$ cat config.mk
export PLATFORM = sky130hd
export DESIGN_NAME = ex_mem_stage
export DESIGN_NICKNAME = d
export VERILOG_FILES = /design/src/rtl/pipe_pkg.sv /design/src/rtl/pipe_skid_reg.sv /design/src/rtl/ex_mem_stage.sv
export SDC_FILE = /design/constraint.sdc
export NUM_CORES = 1
export LEC_CHECK = 0
export ABC_AREA = 1
export CORE_AREA = 2 2 135 137
export CTS_BUF_LIST = sky130_fd_sc_hd__clkbuf_8 sky130_fd_sc_hd__clkbuf_16
export DETAILED_ROUTE_END_ITERATION = 16
export DIE_AREA = 0 0 137 139
export PLACE_DENSITY = 0.68
export SLEW_MARGIN = 20
export SYNTH_ARGS = -nofsm -noshare
export SYNTH_HDL_FRONTEND = slang
export SYNTH_SLANG_ARGS = --single-unit
$ cat constraint.sdc
create_clock -name clk_i -period 4 [get_ports clk_i]
set_clock_uncertainty 0.05 [all_clocks]
set_input_delay 0.4 -clock clk_i [delete_from_list [all_inputs] [get_ports clk_i]]
set_output_delay 0.4 -clock clk_i [all_outputs]
set_load 0.05 [all_outputs]
$ cat src/rtl/pipe_pkg.sv
// pipe_pkg: shared pipeline payload types, default widths and the skid-register state encoding
package pipe_pkg;

   localparam int XLEN   = 32;
   localparam int REG_AW = 5;

   typedef struct packed {
      logic RegWrite;
      logic MemWrite;
      logic MemRead;
      logic Mem2Reg;
   } ex_mem_ctrl_t;

   typedef struct packed {
      ex_mem_ctrl_t      ctrl;
      logic              zero;
      logic [XLEN-1:0]   alu;
      logic [XLEN-1:0]   wdata;
      logic [REG_AW-1:0] rd;
   } ex_mem_payload_t;

   typedef enum logic [1:0] {EMPTY, FULL, SKID} skid_state_t;

   // Side-effecting control bits are suppressed for a bubble; Mem2Reg only steers a mux.
   function automatic ex_mem_ctrl_t bubble_ctrl(input ex_mem_ctrl_t c, input logic v);
      return '{RegWrite: c.RegWrite & v, MemWrite: c.MemWrite & v,
               MemRead: c.MemRead & v, Mem2Reg: c.Mem2Reg};
   endfunction

endpackage

$ cat src/rtl/pipe_skid_reg.sv
// pipe_skid_reg: payload-agnostic valid/ready register with an optional skid entry and flush
module pipe_skid_reg
   import pipe_pkg::*;
#(
   parameter int W    = 8,
   parameter bit SKID = 1'b1
) (
   input  logic         clk_i,
   input  logic         rst_n_i,
   input  logic         flush_i,
   input  logic         valid_i,
   output logic         ready_o,
   input  logic [W-1:0] data_i,
   output logic         valid_o,
   input  logic         ready_i,
   output logic [W-1:0] data_o
);

   skid_state_t  state_q, state_d;
   logic [W-1:0] main_q, skid_q;
   logic         rdy_q, accept, load_main, load_skid, drain_skid;

   // rdy_q doubles as the "out of reset" qualifier when there is no skid entry
   assign valid_o = (state_q != pipe_pkg::EMPTY);
   assign ready_o = SKID ? rdy_q : rdy_q & (ready_i | ~valid_o);
   assign accept  = valid_i & ready_o & ~flush_i;
   assign data_o  = main_q;

   // next state and which register captures what on this edge
   always_comb begin
      state_d    = state_q;
      load_main  = 1'b0;
      load_skid  = 1'b0;
      drain_skid = 1'b0;
      if (flush_i)
         state_d = pipe_pkg::EMPTY;
      else
         case (state_q)
            pipe_pkg::EMPTY: begin
               state_d   = accept ? pipe_pkg::FULL : pipe_pkg::EMPTY;
               load_main = accept;
            end
            pipe_pkg::FULL: begin
               if (ready_i) begin
                  state_d   = accept ? pipe_pkg::FULL : pipe_pkg::EMPTY;
                  load_main = accept;
               end else if (accept && SKID) begin
                  state_d   = pipe_pkg::SKID;
                  load_skid = 1'b1;
               end
            end
            default: begin
               state_d    = ready_i ? pipe_pkg::FULL : pipe_pkg::SKID;
               drain_skid = ready_i;
            end
         endcase
   end

   // state, registered ready and the two payload slots
   always_ff @(posedge clk_i or negedge rst_n_i) begin
      if (!rst_n_i) begin
         state_q <= pipe_pkg::EMPTY;
         rdy_q   <= 1'b0;
         main_q  <= '0;
         skid_q  <= '0;
      end else begin
         state_q <= state_d;
         rdy_q   <= (state_d != pipe_pkg::SKID);
         if (load_main)
            main_q <= data_i;
         else if (drain_skid)
            main_q <= skid_q;
         if (load_skid)
            skid_q <= data_i;
      end
   end

endmodule

$ cat src/rtl/ex_mem_stage.sv
// ex_mem_stage: EX/MEM pipeline register with valid/ready back-pressure, flush, bubble gating and stall counter
module ex_mem_stage
   import pipe_pkg::*;
#(
   parameter int XLEN   = pipe_pkg::XLEN,
   parameter int REG_AW = pipe_pkg::REG_AW,
   parameter bit SKID   = 1'b1,
   parameter int CNT_W  = 16
) (
   input  logic              clk_i,
   input  logic              rst_n_i,
   input  logic              flush_i,
   input  logic              valid_i,
   output logic              ready_o,
   input  logic              RegWrite_i,
   input  logic              MemWrite_i,
   input  logic              MemRead_i,
   input  logic              Mem2Reg_i,
   input  logic              Zero_i,
   input  logic [XLEN-1:0]   ALU_data_i,
   input  logic [XLEN-1:0]   writeData_i,
   input  logic [REG_AW-1:0] RDaddr_i,
   output logic              valid_o,
   input  logic              ready_i,
   output logic              RegWrite_o,
   output logic              MemWrite_o,
   output logic              MemRead_o,
   output logic              Mem2Reg_o,
   output logic              Zero_o,
   output logic [XLEN-1:0]   ALU_data_o,
   output logic [XLEN-1:0]   writeData_o,
   output logic [REG_AW-1:0] RDaddr_o,
   output logic [CNT_W-1:0]  stall_cnt_o
);

   // same field order as ex_mem_payload_t, sized by this instance's parameters
   typedef struct packed {
      ex_mem_ctrl_t      ctrl;
      logic              zero;
      logic [XLEN-1:0]   alu;
      logic [XLEN-1:0]   wdata;
      logic [REG_AW-1:0] rd;
   } payload_t;

   payload_t     pl_in, pl_out;
   ex_mem_ctrl_t ctrl_out;

   assign pl_in = {RegWrite_i, MemWrite_i, MemRead_i, Mem2Reg_i, Zero_i, ALU_data_i, writeData_i, RDaddr_i};

   pipe_skid_reg #(.W($bits(payload_t)), .SKID(SKID)) u_reg (
      .clk_i   (clk_i),
      .rst_n_i (rst_n_i),
      .flush_i (flush_i),
      .valid_i (valid_i),
      .ready_o (ready_o),
      .data_i  (pl_in),
      .valid_o (valid_o),
      .ready_i (ready_i),
      .data_o  (pl_out)
   );

   assign ctrl_out    = bubble_ctrl(pl_out.ctrl, valid_o);
   assign RegWrite_o  = ctrl_out.RegWrite;
   assign MemWrite_o  = ctrl_out.MemWrite;
   assign MemRead_o   = ctrl_out.MemRead;
   assign Mem2Reg_o   = ctrl_out.Mem2Reg;
   assign Zero_o      = pl_out.zero;
   assign ALU_data_o  = pl_out.alu;
   assign writeData_o = pl_out.wdata;
   assign RDaddr_o    = pl_out.rd;

   // saturating count of edges where a held entry is refused downstream
   always_ff @(posedge clk_i or negedge rst_n_i) begin
      if (!rst_n_i)
         stall_cnt_o <= '0;
      else if (valid_o && !ready_i && stall_cnt_o != '1)
         stall_cnt_o <= stall_cnt_o + 1'b1;
   end

endmodule

; ---- After elaboration in Yosys (flattened, before gate mapping)
; Cells that the tools add are included.
[op_classes]
reduce_logical = 7
add_sub_neg = 1
eq_ne = 3
n_bitwise = 6
mux = 17
[op_table]
columns = operator, n
row1 = $mux 74, 2
row2 = $add 16x1->16 const B, 1
row3 = $ne 16x16->1 const B, 1
row4 = $mux 1, 9
row5 = $mux 2, 4
row6 = $and 1x1->1, 5
row7 = $pmux 2 s2, 1
row8 = $reduce_bool 2->1, 2
row9 = $eq 2x1->1 const B, 1
row10 = $logic_and 1x1->1, 2
row11 = $logic_not 2->1, 1
row12 = $ne 2x2->1 const B, 1
row13 = $pmux 1 s2, 1
row14 = $reduce_or 2->1, 1
row15 = $logic_not 1->1, 1
row16 = $not 1->1, 1
[totals]
inputBits = 79
register_bits = 167
out_inout_bits = 92

; ---- Depth between registers and ports, before layout
; Gate-level depths: netlist of the first run.
[logic_depth]
depth_word = 7
depth_mapped = 9
ltp_nobuf = 8

; ---- Hierarchy
; Synthesis of the first run repeated with hierarchy kept, for this count alone.
[unflattened]
cells_unflattened = 1079
area_unflattened_um2 = 8341.8
[by_module_without_submodules]
columns = module, area_per_inst_um2, n_inst, seq_area_each_um2, cells_per_inst
row1 = pipe_skid_reg, 7239.4, 1, 3778.6, 918
row2 = ex_mem_stage, 1102.3, 1, 400.4, 161

; ---- Worst setup path after synthesis of the first run
; No wires, ideal clock.
[synth_timing]
kind = register to register
start = register stall_cnt_o[0]
end = register stall_cnt_o[3]
setup_time_ns = 0.118
synth_period_minus_slack_ns = 1.956
path_stages_with_launch = 10
path_buffers = 1
t_arrival_ns = 1.788
path_slack_ns = 2.044
t_required_ns = 3.832
path_cell_list = dfrtp_1 > ha_1 > nand3_2 > clkinv_2 > nand2_4 > o21ai_4 > inv_2 > buf_6 > nand2_1 > nand2_1
[synth_between]
elab_chain_len = 2
word_cells_on_any_way = 3
[synth_rtl]
columns = element, line_no
row1 = start: declaration, ex_mem_stage.sv:33  ; output logic [CNT_W-1:0] stall_cnt_o
row2 = start signal: assignment, ex_mem_stage.sv:77  ; stall_cnt_o <= stall_cnt_o + 1'b1;
row3 = "parallel branches: the longest is 2 deep, another holds $add 16x1->16", --
; Parallel ways; which one is timed is not known.
; A chain may end at the register's enable or synchronous reset.

; ---- Worst setup path in the final report of the first run
[layout_timing]
start = register u_reg.state_q[1]
end = output port MemWrite_o
[layout_between]
elab_chain_len = 2
[layout_rtl]
columns = element, line_no
row1 = start: declaration, pipe_skid_reg.sv:19  ; skid_state_t state_q, state_d;
row2 = start signal: assignment, pipe_skid_reg.sv:62  ; state_q <= pipe_pkg::EMPTY;
row3 = start signal: assignment, pipe_skid_reg.sv:67  ; state_q <= state_d;
row4 = $reduce_bool 2->1, pipe_skid_reg.sv:24  ; assign valid_o = (state_q != pipe_pkg::EMPTY);
row5 = $and 1x1->1, pipe_pkg.sv:26  ; return '{RegWrite: c.RegWrite & v, MemWrite: c.MemWrite & v,
row6 = end: declaration, ex_mem_stage.sv:26  ; output logic MemWrite_o,
; Every way passes these cells.

==> results of run 1 <==
-- layout make-up --
type	count	area share, %
tap	229	2.97
clock buffer	19	4.69
sequential	167	43.3
timing repair buffer	175	18.5
clock inverter	13	1.14
multi-input combinational	427	23.0
inverter	166	6.46
-- cells in the mapped netlist, types with 8 or more instances --
cell type | count | share of area, %
nor2_1 | 24 | 1.2
inv_1 | 164 | 8.0
buf_4 | 75 | 7.3
buf_2 | 25 | 1.6
a22oi_1 | 74 | 7.2
clkbuf_1 | 9 | 0.44
dfrtp_1 | 167 | 54
nand2_1 | 144 | 7.0
nand4_1 | 8 | 0.65
o21ai_0 | 137 | 8.9
o21ai_1 | 17 | 1.1
-- power breakdown --
group	internal, mW	leakage [nW]	switching, mW	total (mW)
Sequential	2.03	2.10	0.212	2.24
Clock	0.885	0.277	0.665	1.55
Combinational	0.494	2.16	0.899	1.39
-- flip-flops by register name, indices dropped and copies added (netlist names) --
signal	flops
u_reg.skid_q	74
u_reg.ready_o	1
u_reg.state_q	2
stall_cnt_o	16
u_reg.data_o	74
-- layout by cell type (no fill, tap or decap), types with 2 or more instances in the layout --
cell type and count:
clkbuf_8 2, clkbuf_16 17, o21ai_0 137, clkdlybuf4s50_1 169, nor2_4 3, nand4_1 8, clkinvlp_4 4, clkinv_4 3
a22oi_1 74, inv_1 168, dfrtp_1 167, nand2_1 144, o21ai_1 17, buf_12 4, nand3_1 7, xnor2_1 7
nor2_1 22
-- critical path: cells and delay by family (launching register included) --
kind / cells / cell delay, ns
and+or+nand+nor: 2 / 0.38
DFF: 1 / 0.40
buffers and inverters: 1 / 0.71
-- per-layer routing --
layer	GRT usage, %	share of wire [%]	up-vias
met5	0	0	-
met4	5.59	1.4	0
met3	4.50	5.2	16
met2	27.5	46	132
met1	25.7	47	2721
li1	-	-	2880
-- worst paths after layout --
kind / start / depth (start not counted) / end
setup reg to reg: stall_cnt_o[0]$_DFFE_PN0P_ / 8 / stall_cnt_o[15]$_DFFE_PN0P_
setup / recovery: u_reg.state_q[1]$_DFF_PN0_ / 3 / MemWrite_o
max in group asynchronous: rst_n_i / 2 / u_reg.skid_q[72]$_DFFE_PN0P_
hold / removal: rst_n_i / 1 / u_reg.data_o[41]$_DFFE_PN0P_
hold reg to reg: u_reg.skid_q[1]$_DFFE_PN0P_ / 2 / u_reg.skid_q[1]$_DFFE_PN0P_
min in group clk_i: u_reg.skid_q[1]$_DFFE_PN0P_ / 2 / u_reg.skid_q[1]$_DFFE_PN0P_
-- through the flow --
| stage | worst slack, ns | hold slack, ns | instance area [um2] |
|---|---|---|---|
| after floorplan | 2.04 | 0.0544 | 7740 |
| after global placement | 1.45 | 0.416 | 9100 |
| after detailed placement | 1.37 | 0.424 | 9100 |
| after CTS | 1.62 | 0.0660 | 9660 |
| after global routing | 1.48 | 0.0885 | 9660 |
| final | 1.64 | 0.0208 | 9660 |
-- kinds of logic (layout without fill, tap and decap cells) --
group / after synthesis / count (layout)
and+or+nand+nor: 188 / 188
AOI/OAI and AO/OA: 231 / 231
xor gates and xnor gates: 7 / 7
DFF: 167 / 167
adders and majority gates: 1 / 1
buffers and inverters: 277 / 373
==> impl_metrics.csv, run 1 <==
group,metric,value,unit
outcome,status,"finished clean",
worst_setup_path,cp_common_cell,"nor2_1",
worst_setup_path,critPathArrivalTime,1.91,ns
clocking,cts_tree,"built",
clocking,clk_latency,0.41,ns
timing,max_slew_margin,37.6,%
placement,dp.cells,1164,
grt,grt_max_degree,139,
pwr,ir_worst_vdd,0.000301,V
placement,dpl.hpwl,10900,um
layout,area.growth.synth_to_final,24.9,%
floorplan,start_util,43.8,%
job,drv_cap,0,
route,dr.pass1.iters,6,
clocking,clk_pin_slew,0.07,ns
timing,min_period,2.36,ns
worst_setup_path,max_stage_delay,0.71,ns
route,wl_per_cell,14.3,um
grt,grt_pass1_wl,27300,um
grt,antenna_found_initial,0,
route,final_antenna_net_count,0,
clocking,cts_buffer_depth,2,
timing,finalSetupViolCount,0,
worst_setup_path,crit_slowest_cell,"clkdlybuf4s50_1",
yosys,syn_nets,951,
route,vias,5749,
grt,gr-total-overflow,0,
floorplan,die_h,139,um
clocking,cts_buffers,17,
route,drc_errors,0,
floorplan,die_area,19000,um2
yosys,synth-seq-area-share,54.0,%
timing,hold_viol,0,
yosys,synthMuxAreaShare,0,%
yosys,synth-edff-count,0,
yosys,syn_area,7740,um2
route,drtIter0Drc,402,
worst_setup_path,path_max_fanout,5,
timing,finalMaxSlewViolations,0,
clocking,cts_post_setup_buffers_inserted,0,
placement,io_buffers,170,
layout,n_antenna_cell,0,
clocking,hold_buffers,0,
yosys,synth_simple_gate_area_share,9.83,%
pwr,cellPowerDensity,537,nW/um2
timing,max_freq,424,MHz
yosys,async_flop_share,100,%
floorplan,rows,49,
clocking,htree_levels,4,
floorplan,die_x,137,um
layout,fin_nets,1034,
yosys,post_synth.cell_area_avg,8.88,um2
layout,multi_input_area,2220,um2
yosys,synth-compound-area-share,17.5,%
grt,grt_usage,18.1,%
worst_setup_path,r2r_slack,1.97,ns
timing,setup-tns-final,0,ns
worst_setup_path,startpoint_type,"flip-flop",
worst_hold_path,hp-class,"input port to async pin",
timing,worst_pin_slew,0.936,ns
yosys,synth-xor-area-share,0.792,%
yosys,ys.flop_type,"dfrtp_1",
clocking,clock-sinks,167,
timing,grt_setup_unrepaired,"false",
yosys,synth_fa_ha_area_share,0.162,%
worst_setup_path,cp-end-kind,"output pin",
floorplan,ios,171,
grt,first_global_vias,5340,
yosys,synth_top_family_by_area,"buffers and inverters",
layout,finalNonFillerCells,1196,
timing,fin_crit_sh,59.0,%
clocking,cts_root_buf,"clkbuf_16",
route,viasPerCell,4.81,
worst_setup_path,worstSetupPathType,"flip-flop to output pin",
yosys,synth_cell_types,25,
layout,fin_util,54.7,%
placement,place_congestion,0.780,
worst_setup_path,crit_required,3.55,ns
worst_setup_path,path_cells,"nor2_1 > nor2_1 > clkdlybuf4s50_1",
pwr,power,5.19,mW
pwr,power_leakage,4.54,nW
yosys,ys_ff_latch,167,
layout,regArea,4180,um2
layout,nFillCells,1571,
clocking,ctsResizeCount,0,
yosys,ys.warnings.count,0,
yosys,synthCells,871,
route,wl,17100,um
layout,drive_gt1_share,4.65,%
floorplan,coreArea,17700,um2
Note: power is estimated with default switching activity, not from simulation.
==> inputs of run 2 (changes only) <==
==> constraint.sdc (replaced) <==
create_clock -name clk_i -period 2.2 [get_ports clk_i]
set_clock_uncertainty 0.05 [all_clocks]
set_input_delay 0.22 -clock clk_i [delete_from_list [all_inputs] [get_ports clk_i]]
set_output_delay 0.22 -clock clk_i [all_outputs]
set_load 0.05 [all_outputs]
==> impl_metrics.csv, run 2 (synthesis gave the netlist of run 1 again) <==
group,metric,value,unit
floorplan,die_x,137,um
worst_hold_path,hp-class,"input port to async pin",
layout,fin_util,55.3,%
timing,hold_viol,0,
clocking,htree_levels,4,
clocking,clk_pin_slew,0.07,ns
timing,fin_crit_sh,92.2,%
worst_setup_path,critPathArrivalTime,1.76,ns
clocking,cts_root_buf,"clkbuf_16",
pwr,combPwrFrac,26.9,%
layout,n_antenna_cell,0,
pwr,power_leakage,4.61,nW
timing,setup-tns-final,0,ns
layout,layout_commonest_cell,"dfrtp_1",
route,drc_errors,0,
clocking,clock-sinks,167,
clocking,cts_tree,"built",
floorplan,die_h,139,um
grt,grt_pass1_wl,27800,um
timing,finalSetupViolCount,0,
route,drtIter0Drc,315,
timing,worst_pin_slew,0.750,ns
pwr,ir_worst_vdd,0.000538,V
job,drv_cap,0,
placement,place_congestion,0.790,
floorplan,coreArea,17700,um2
worst_setup_path,crit_slowest_cell,"clkdlybuf4s50_1",
layout,drive_gt1_share,6.13,%
worst_setup_path,cp-end-kind,"output pin",
floorplan,die_area,19000,um2
pwr,internal_power,6.15,mW
grt,first_global_vias,5466,
worst_setup_path,path_buf_inv,1,
route,wl_per_cell,14.3,um
timing,min_period,2.03,ns
pwr,power_frac_clock,30.5,%
floorplan,ios,171,
route,vias,5783,
route,wl,17200,um
floorplan,start_util,43.8,%
worst_setup_path,path_max_fanout,7,
clocking,clk_latency,0.42,ns
pwr,swShare,35.6,%
clocking,cts_buffer_depth,2,
worst_setup_path,path_cells,"clkdlybuf4s50_1",
grt,grt_usage,18.4,%
grt,gr-total-overflow,0,
timing,finalMaxSlewViolations,0,
timing,max_slew_margin,50.0,%
route,viasPerCell,4.79,
route,dr.pass1.iters,4,
outcome,status,"finished clean",
layout,area.growth.synth_to_final,26.3,%
pwr,p_seq_share,42.6,%
placement,dpl.hpwl,11100,um
floorplan,rows,49,
worst_setup_path,cp_top_family,"buffers and inverters",
timing,holdWs,0.273,ns
worst_setup_path,worstSetupPathType,"flip-flop to output pin",
grt,grt_max_degree,85,
worst_setup_path,startpoint_type,"flip-flop",
pwr,cellPowerDensity,977,nW/um2
timing,max_freq,493,MHz
placement,io_buffers,170,
worst_setup_path,max_stage_delay,0.85,ns
worst_setup_path,crit_required,1.93,ns
grt,antenna_found_initial,0,
layout,fin_nets,1046,
layout,layout_common_cells,"dfrtp_1 (167), clkdlybuf4s50_1 (165), inv_1 (164), nand2_1 (144), o21ai_0 (137)",
timing,grt_setup_unrepaired,"false",
pwr,p_switching,3.40,mW
route,final_antenna_net_count,0,
clocking,cts_buffers,17,
-- run 2: changes by cell type in the layout (fill, tap and decap cells not counted), sizes merged, moves of 2 or more --
cell,change
clkinv,-2
inv,+5
clkdlybuf4s50,-4
dlygate4sd2,+4
buf,+11
-- run 2: metrics by stage --
stage               setup slack [ns]  std cells  power [mW]  cell area (um2)
floorplan                      0.244        871        6.01             7740
global placement               0.340       1175        6.65             9190
detailed placement             0.257       1175        6.70             9190
CTS                            0.145       1208        9.65             9770
global route                   0.116       1208        10.0             9770
finish                         0.172       1208        9.54             9770
-- run 2: final timing paths --
kind / to / start / depth (start not counted) / slack [ns]
setup reg to reg: stall_cnt_o[15]$_DFFE_PN0P_ / stall_cnt_o[1]$_DFFE_PN0P_ / 8 / 0.41
min in group clk_i: u_reg.skid_q[14]$_DFFE_PN0P_ / writeData_i[9] / 3 / 0.33
hold reg to reg: u_reg.skid_q[28]$_DFFE_PN0P_ / u_reg.skid_q[28]$_DFFE_PN0P_ / 2 / 0.44
max in group asynchronous: u_reg.skid_q[48]$_DFFE_PN0P_ / rst_n_i / 3 / 1.15
setup / recovery: stall_cnt_o[2] / stall_cnt_o[2]$_DFFE_PN0P_ / 1 / 0.17
hold / removal: u_reg.data_o[38]$_DFFE_PN0P_ / rst_n_i / 2 / 0.27
-- run 2: per-layer routing --
layer	GRT usage (%)	vias to the layer above	wire [um]	part of all wire [%]
met1	26.0	2738	8000	46
met4	5.26	0	234	1.4
li1	-	2894	-	-
met5	0	-	0	0
met3	4.86	15	875	5.1
met2	27.8	136	8110	47
-- run 2: repair_timing --
item                       4_1_cts  5_1_grt
hold endpoints to repair        52        0
resized for setup                4        0
buffers inserted                 0        0
hold buffers                     1        0
setup endpoints to repair        4        0
-- run 2: final cells by class --
| type | instances | area, um2 |
|---|---|---|
| Timing Repair Buffer | 187 | 1890 |
| Tap cell | 229 | 287 |
| Inverter | 166 | 624 |
| Clock inverter | 14 | 131 |
| Multi-Input combinational cell | 427 | 2220 |
| Clock buffer | 18 | 439 |
| Fill cell | 1583 | 7890 |
| Sequential cell | 167 | 4180 |
-- run 2: power by group through the flow --
stage | sequential (mW) | combinational, mW | clock (mW)
finish | 4.07 | 2.57 | 2.91
global route | 4.14 | 2.78 | 3.10
CTS | 4.07 | 2.60 | 2.98
detailed placement | 4.11 | 2.59 | 0
global placement | 4.10 | 2.55 | 0
floorplan | 4.17 | 1.84 | 0
